## src/rtl/risc_fetch.sv

```systemverilog
// Instruction-fetch stage: owns the PC, fetches one word at a time from imem
// and hands it to decode; branch/jump redirects come from the immediate path.
module risc_fetch #(
    parameter logic [31:0] RESET_PC = 32'h0000_0000,
    parameter logic [31:0] NOP_INST = 32'h0000_0013
) (
    input  logic        clk,
    input  logic        rst,
    output logic        imem_req,
    output logic [31:0] imem_addr,
    input  logic        imem_ready,
    input  logic        imem_rvalid,
    input  logic [31:0] imem_rdata,
    output logic [31:0] inst_out,
    output logic [31:0] pc_out,
    output logic [31:0] pc_plus4_out,
    output logic        inst_valid,
    input  logic        inst_ready,
    input  logic        redirect_valid,
    input  logic        redirect_is_jalr,
    input  logic [31:0] redirect_pc,
    input  logic [31:0] redirect_imm,
    input  logic [31:0] redirect_rs1,
    output logic        misalign_err,
    output logic [31:0] fault_addr
);

    // state | meaning
    // IDLE  | one settling cycle after reset
    // REQ   | request at PC presented to imem
    // WAIT  | request accepted, waiting for rvalid
    // VALID | instruction held for decode
    // HALT  | misaligned redirect target; wait for aligned redirect
    typedef enum logic [2:0] {
        S_IDLE,
        S_REQ,
        S_WAIT,
        S_VALID,
        S_HALT
    } state_t;

    state_t      state_q, state_d;
    logic [31:0] pc_q, pc_d;
    logic [31:0] addr_q, addr_d;
    logic [31:0] inst_q, inst_d;
    logic [31:0] pc_out_q, pc_out_d;
    logic        drop_q, drop_d;
    logic        err_q, err_d;
    logic [31:0] fault_q, fault_d;

    logic [31:0] redirect_target;
    logic        req;
    logic        accepted;
    logic        pending_after;

    always_ff @(posedge clk) begin
        if (rst) begin
            state_q  <= S_IDLE;
            pc_q     <= RESET_PC;
            addr_q   <= RESET_PC;
            inst_q   <= NOP_INST;
            pc_out_q <= RESET_PC;
            drop_q   <= 1'b0;
            err_q    <= 1'b0;
            fault_q  <= 32'h0;
        end else begin
            state_q  <= state_d;
            pc_q     <= pc_d;
            addr_q   <= addr_d;
            inst_q   <= inst_d;
            pc_out_q <= pc_out_d;
            drop_q   <= drop_d;
            err_q    <= err_d;
            fault_q  <= fault_d;
        end
    end

    always_comb begin
        redirect_target = redirect_is_jalr ? ((redirect_rs1 + redirect_imm) & ~32'h1)
                                           : (redirect_pc + redirect_imm);
        // A stale response still owed by imem gates new requests until it lands.
        req      = (state_q == S_REQ) && !drop_q;
        accepted = req && imem_ready;
        pending_after = accepted ||
                        (((state_q == S_WAIT) || drop_q) && !imem_rvalid);
    end

    always_comb begin
        state_d  = state_q;
        pc_d     = pc_q;
        inst_d   = inst_q;
        pc_out_d = pc_out_q;
        drop_d   = drop_q;
        err_d    = err_q;
        fault_d  = fault_q;

        if (redirect_valid) begin
            drop_d = pending_after;
            if (redirect_target[1]) begin
                err_d   = 1'b1;
                fault_d = redirect_target;
                state_d = S_HALT;
            end else begin
                pc_d    = redirect_target;
                err_d   = 1'b0;
                state_d = (accepted || ((state_q == S_WAIT) && !imem_rvalid)) ? S_WAIT : S_REQ;
            end
        end else begin
            case (state_q)
                S_IDLE: state_d = S_REQ;
                S_REQ: begin
                    if (drop_q) begin
                        if (imem_rvalid) drop_d = 1'b0;
                    end else if (imem_ready) begin
                        state_d = S_WAIT;
                    end
                end
                S_WAIT: begin
                    if (imem_rvalid) begin
                        if (drop_q) begin
                            drop_d  = 1'b0;
                            state_d = S_REQ;
                        end else begin
                            inst_d   = imem_rdata;
                            pc_out_d = pc_q;
                            state_d  = S_VALID;
                        end
                    end
                end
                S_VALID: begin
                    if (inst_ready) begin
                        pc_d    = pc_q + 32'd4;
                        state_d = S_REQ;
                    end
                end
                S_HALT: begin
                    if (drop_q && imem_rvalid) drop_d = 1'b0;
                end
                default: state_d = S_IDLE;
            endcase
        end
    end

    // Hold the presented address from acceptance until the next request.
    always_comb begin
        addr_d = (state_d == S_WAIT) ? addr_q : pc_d;
    end

    assign imem_req     = req;
    assign imem_addr    = {addr_q[31:2], 2'b00};
    assign inst_valid   = (state_q == S_VALID);
    assign inst_out     = inst_valid ? inst_q : NOP_INST;
    assign pc_out       = pc_out_q;
    assign pc_plus4_out = pc_out_q + 32'd4;
    assign misalign_err = err_q;
    assign fault_addr   = fault_q;

endmodule

```

## config.mk

```make
export PLATFORM = sky130hd
export DESIGN_NAME = risc_fetch
export DESIGN_NICKNAME = d
export VERILOG_FILES = /design/src/rtl/risc_fetch.sv
export SDC_FILE = /design/constraint.sdc
export NUM_CORES = 1
export LEC_CHECK = 0
export CORE_UTILIZATION = 45
export DETAILED_ROUTE_END_ITERATION = 7
export PLACE_DENSITY = 0.78
export SYNTH_ARGS = -nofsm -noshare
export SYNTH_HDL_FRONTEND = slang
export SYNTH_SLANG_ARGS = --single-unit
```

## constraint.sdc

```tcl
create_clock -name clk -period 3.1 [get_ports clk]
set_input_delay 0.62 -clock clk [delete_from_list [all_inputs] [get_ports clk]]
set_output_delay 0.62 -clock clk [all_outputs]
set_load 0.01 [all_outputs]
```

# Word-level counts from Yosys, hierarchy flattened
# Index checks and enable logic that the tools add are counted.
[totals]
out_inout_bits = 163
input_bits = 135
elab_cells = 58
ff_bits = 165
[op_classes]
bitwise = 2
n_reduce_logical = 15
n_eq_ne = 7
add_sub_neg = 4
muxes = 22
[ops]
columns = ["op", "n"]
rows = [
  ["two-way mux 32 bit", 6],
  ["adder 32 x 3 -> 32 bit (second input constant)", 2],
  ["adder 32 bit", 2],
  ["two-way mux 3 bit", 6],
  ["one-hot mux 3 bit (5 select lines)", 1],
  ["== test 3 x 2 -> 1 bit (second input constant)", 3],
  ["two-way mux 1 bit", 6],
  ["!= test 3 bit (second input constant)", 2],
  ["logical AND 1 bit", 5],
  ["two-way mux 2 bit", 2],
  ["AND reduction 4 bit", 1],
  ["nonzero test 4 bit", 1],
  ["== test 3 x 1 -> 1 bit (second input constant)", 1],
  ["== test 3 bit (second input constant)", 1],
  ["zero test 3 bit", 1],
  ["logical OR 1 bit", 3],
  ["one-hot mux 1 bit (3 select lines)", 1],
  ["AND reduction 3 bit", 1],
  ["zero test 1 bit", 2],
  ["inverter 1 bit", 2],
  ["AND reduction 2 bit", 1],
]

# Longest topological paths before layout
[logic_depth]
depth_word = 8
mapped_depth = 12
mapped_depth_nobuf = 12

# Least setup slack after synthesis
# OpenSTA, ideal clock, no wires.
[synth_timing]
path_type = "input to register"
startpoint = "input redirect_imm[20]"
endpoint = "register addr_q[31]"
n_path_buf = 1
setup_slack_ps = 131
arrival_ps = 2881
setup_ps = 88
t_required_ps = 3012
path_stages = 11
path_cell_list = "ha_1 -> buf_6 -> a21o_1 -> a31o_1 -> a41o_1 -> a31oi_2 -> or4b_1 -> o211ai_2 -> o311a_1 -> a21oi_1 -> a311oi_2"
[synth_via]
elab_chain_len = 4
word_cells_on_any_way = 5
cone_classes = "add/sub: 2; mux: 3"
[synth_rtl]
columns = ["element", "line", "rtl"]
rows = [
  ["from (decl)", "22", "input logic [31:0] redirect_imm,"],
  ["adder 32 bit (on tied branches)", "80, 79", ""],
  ["two-way mux 32 bit (*)", "79", "redirect_target = redirect_is_jalr ? ((redirect_rs1 + redirect_imm) & ~32'h1)"],
  ["two-way mux 32 bit (*)", "99", "if (redirect_target[1]) begin"],
  ["two-way mux 32 bit (*)", "97", "if (redirect_valid) begin"],
  ["to (signal assigned)", "69", "addr_q <= addr_d;"],
  ["to (decl)", "44", "logic [31:0] addr_q, addr_d;"],
]
# Mark *: on every way between the ends. The rest lies on a longest branch, timed or not.
# A chain may end at the register's enable or synchronous reset.

# Final worst setup path
[layout_timing]
startpoint = "register pc_out_q[4], in the netlist pc_out[4]"
endpoint = "output pc_plus4_out[25]"
[layout_via]
elab_chain_len = 1
[layout_rtl]
columns = ["element", "line", "rtl"]
rows = [
  ["from (decl)", "46", "logic [31:0] pc_out_q, pc_out_d;"],
  ["from (signal assigned)", "71", "pc_out_q <= pc_out_d;"],
  ["adder 32 x 3 -> 32 bit", "154", "assign pc_plus4_out = pc_out_q + 32'd4;"],
  ["to (decl)", "16", "output logic [31:0] pc_plus4_out,"],
]
# Every way passes these cells.

==> impl_metrics.json <==
{
  "status": "finished, final reports clean",
  "fin_ws_ns": 0.0320,
  "internal_power_mw": 4.69,
  "grt_setup_unrepaired": "true",
  "switching_share": 0.335,
  "insertion_delay_ns": 0.42,
  "syn2layout_area_growth_pct": 61.2,
  "p_total_mw": 7.05,
  "synth-async-reset-ratio": 0,
  "synth_edf_count": 0,
  "cts_root_buffer": "clkbuf_16",
  "syn-cell-area_um2": 10900,
  "vias": 12900,
  "nNetsFinal": 2168,
  "comb_power_share": 0.368,
  "track_usage": 0.311,
  "hold_slack_ns": 0.451,
  "post-route-min-period_ns": 3.07,
  "slew_headroom": 0.481,
  "synth_cell_types": 77,
  "setup_viol": 0,
  "die_w_um": 158,
  "worst_setup_path_start_kind": "flop",
  "fin_tns_setup_ns": 0,
  "hold_class": "flop to flop",
  "fin_crit_sh": 0.990,
  "htree_levels": 4,
  "cts_tree": "done",
  "drc": 0,
  "p_sw_mw": 2.36,
  "yosys_warnings": 0,
  "portBuffers": 295,
  "synth-seq-area-share": 0.299,
  "crit_fanout": 4,
  "p_clk_frac": 0.292,
  "cts_hold_buf": 0,
  "synth_cells": 1459,
  "clockBufferDepth": 2,
  "postLayoutCoreUtil": 0.745,
  "ys.flop_type": "dfxtp_1",
  "numCtsBuffers": 17,
  "critPathRequiredTime_ns": 2.48,
  "cp_slowest_cell": "dfxtp_2",
  "clock_sinks": 163,
  "worstSetupPathType": "flop to output pin",
  "die_area_um2": 24900,
  "io_pins": 298,
  "ys_ff_latch": 163,
  "ant_nets": 0,
  "tightestPinTransition_ns": 0.778,
  "crit_chain": "and3_4 -> and2_4 -> and3_4 -> and3_4 -> nand4_1 -> nor2_1 -> buf_4 -> buf_6 -> nand3_2 -> xnor2_1 -> buf_2",
  "hpwl_mm": 31.1,
  "via_per_inst": 5.63,
  "leakage_nw": 7.46,
  "p_per_area_nw_per_um2": 401,
  "clk_pin_slew_ns": 0.07,
  "grt_pass1_vias": 12100,
  "dr.pass1.iters": 5,
  "place.gp.congestion": 0.997,
  "cpMostUsedCell": "and3_4",
  "antenna_found_initial": 1,
  "drt_iter0_drc": 1111,
  "slew_violations": 0,
  "critical_path_arrival_ns": 2.45,
  "grt_overflow": 0,
  "grt_pass1_wl_mm": 61.1,
  "grt_max_degree": 67,
  "routed_wl_mm": 41.3,
  "cp-end-kind": "output pin",
  "routedWlPerCell_um": 18.0,
  "max_stage_delay_ns": 0.33,
  "dp_slack_ns": -0.650,
  "skew_ns": 0.0148,
  "initial_core_util": 0.462,
  "syn_avg_cell_area_um2": 7.48,
  "max_freq_mhz": 326,
  "drive_gt1_frac": 0.236,
  "dieHeight_um": 158,
  "p_seq_frac": 0.340,
  "max_cap_violations": 0,
  "core_area_um2": 23600,
  "peakVddDrop_mv": 0.338,
  "report.final.hold_viol_count": 0,
  "rows": 56
}
==> worst paths after layout <==
path                            cells past startpoint  slack, ns                to       start
worst max register to register                      9       0.63        addr_q[26]  state_q[0]
worst min register to register                      2       0.45        inst_q[28]  inst_q[28]
worst min-delay path                                2       0.45        inst_q[28]  inst_q[28]
worst max-delay path                               11       0.03  pc_plus4_out[25]   pc_out[4]
==> cells in the mapped netlist, drive strengths merged, types with 4 or more instances <==
cell,count,area share
and3,51,0.029
o21ai,51,0.023
nand2b,10,0.0057
and4,9,0.0072
inv,19,0.0065
mux2i,31,0.028
o211ai,17,0.012
nor3,24,0.011
a31oi,13,0.0080
nand3b,4,0.0027
nor2b,14,0.0080
buf,19,0.0092
and2,10,0.0057
nand4,23,0.013
nor2,162,0.056
nor3b,8,0.0060
a211o,4,0.0032
xnor2,51,0.041
o2111ai,5,0.0040
a31o,5,0.0040
o31ai,8,0.0055
o21a,14,0.0096
dfxtp,163,0.30
a21oi,148,0.068
ha,63,0.072
a21o,27,0.019
nand2,239,0.082
xor2,25,0.020
nand3,42,0.019
a21boi,6,0.0041
or3,6,0.0034
a211oi,59,0.041
o21bai,6,0.0041
clkbuf,75,0.026
==> layout make-up <==
cell class,instances,area [um2]
antenna,1,2.50
clock buffer,18,429
clock inverter,14,144
fill,1796,6010
inverter,19,71.3
multi-input combinational,1184,8050
sequential,163,3270
tap,319,399
timing repair buffer,583,5240
==> critical path: cells and delay by family, from the launching register on <==
family | cells | cell delay, ns
xor gates and xnor gates | 1 | 0.17
and+or+nand+nor | 7 | 1.12
buffers and inverters | 3 | 0.41
DFF | 1 | 0.33
==> cell families (layout without fill, tap and decap cells) <==
group           count (synthesis)  after routing  share of synthesized area
simple gates                  613            613                      0.258
compound gates                396            396                      0.235
flops                         163            163                      0.299
buf+inv                       113            634                     0.0415
xor+xnor                       76             76                     0.0610
fa+ha+maj                      65             65                     0.0758
mux                            32             32                     0.0294
other cells                     1              3                   0.000343
==> timing repair <==
| item | CTS | global route |
|---|---|---|
| resized for setup | 76 | 135 |
| buffers inserted | 8 | 7 |
| endpoints found under the setup margin | 55 | 62 |
| pin swaps | 21 | 44 |
| endpoints found under the hold margin | 0 | 0 |
==> sequential cells by signal, summed over array words and instances, names as in the netlist, named ones only <==
signal and flops:
fault_addr 32, inst_q 32, pc_out 32, addr_q 30
pc_q 30, state_q 3, drop_q 1, misalign_err 1
==> power by group through the flow <==
stage | clock network (mW) | logic (mW) | registers (mW)
finish | 2.06 | 2.59 | 2.40
global route | 2.17 | 2.78 | 2.41
CTS | 2.08 | 2.39 | 2.39
detailed placement | 0 | 2.31 | 2.44
global placement | 0 | 2.28 | 2.43
floorplan | 0 | 1.10 | 2.44
==> per-layer routing <==
layer | part of all wire | GRT usage | up-vias
met3 | 0.074 | 0.0422 | 103
met2 | 0.46 | 0.518 | 578
met5 | 0 | 0 | -
li1 | - | - | 6235
met4 | 0.035 | 0.114 | 0
met1 | 0.43 | 0.408 | 6028
==> placed cells by master, fill, tap and decap left out, drive strengths merged, types with 14 or more instances in the layout <==
| cell type | netlist | layout |
|---|---|---|
| buf | 19 | 294 |
| clkdlybuf4s50 | 0 | 247 |
| nand2 | 239 | 239 |
| dfxtp | 163 | 163 |
| nor2 | 162 | 162 |
| a21oi | 148 | 148 |
| ha | 63 | 63 |
| a211oi | 59 | 59 |
| xnor2 | 51 | 51 |
| and3 | 51 | 51 |
| o21ai | 51 | 51 |
| nand3 | 42 | 42 |
| mux2i | 31 | 31 |
| dlymetal6s2s | 0 | 29 |
| a21o | 27 | 27 |
| inv | 19 | 26 |
| xor2 | 25 | 25 |
| nor3 | 24 | 24 |
| clkbuf | 75 | 24 |
| nand4 | 23 | 23 |
| o211ai | 17 | 17 |
| o21a | 14 | 14 |
| nor2b | 14 | 14 |
==> per-stage QoR <==
stage	cell area [um2]	instances
2_1_floorplan	10900	1460
3_3_place_gp	16100	2253
3_5_place_dp	16100	2253
4_1_cts	16900	2293
5_1_grt	17600	2301
6_report	17600	2301
No activity file was read; power rests on OpenSTA's default activity.
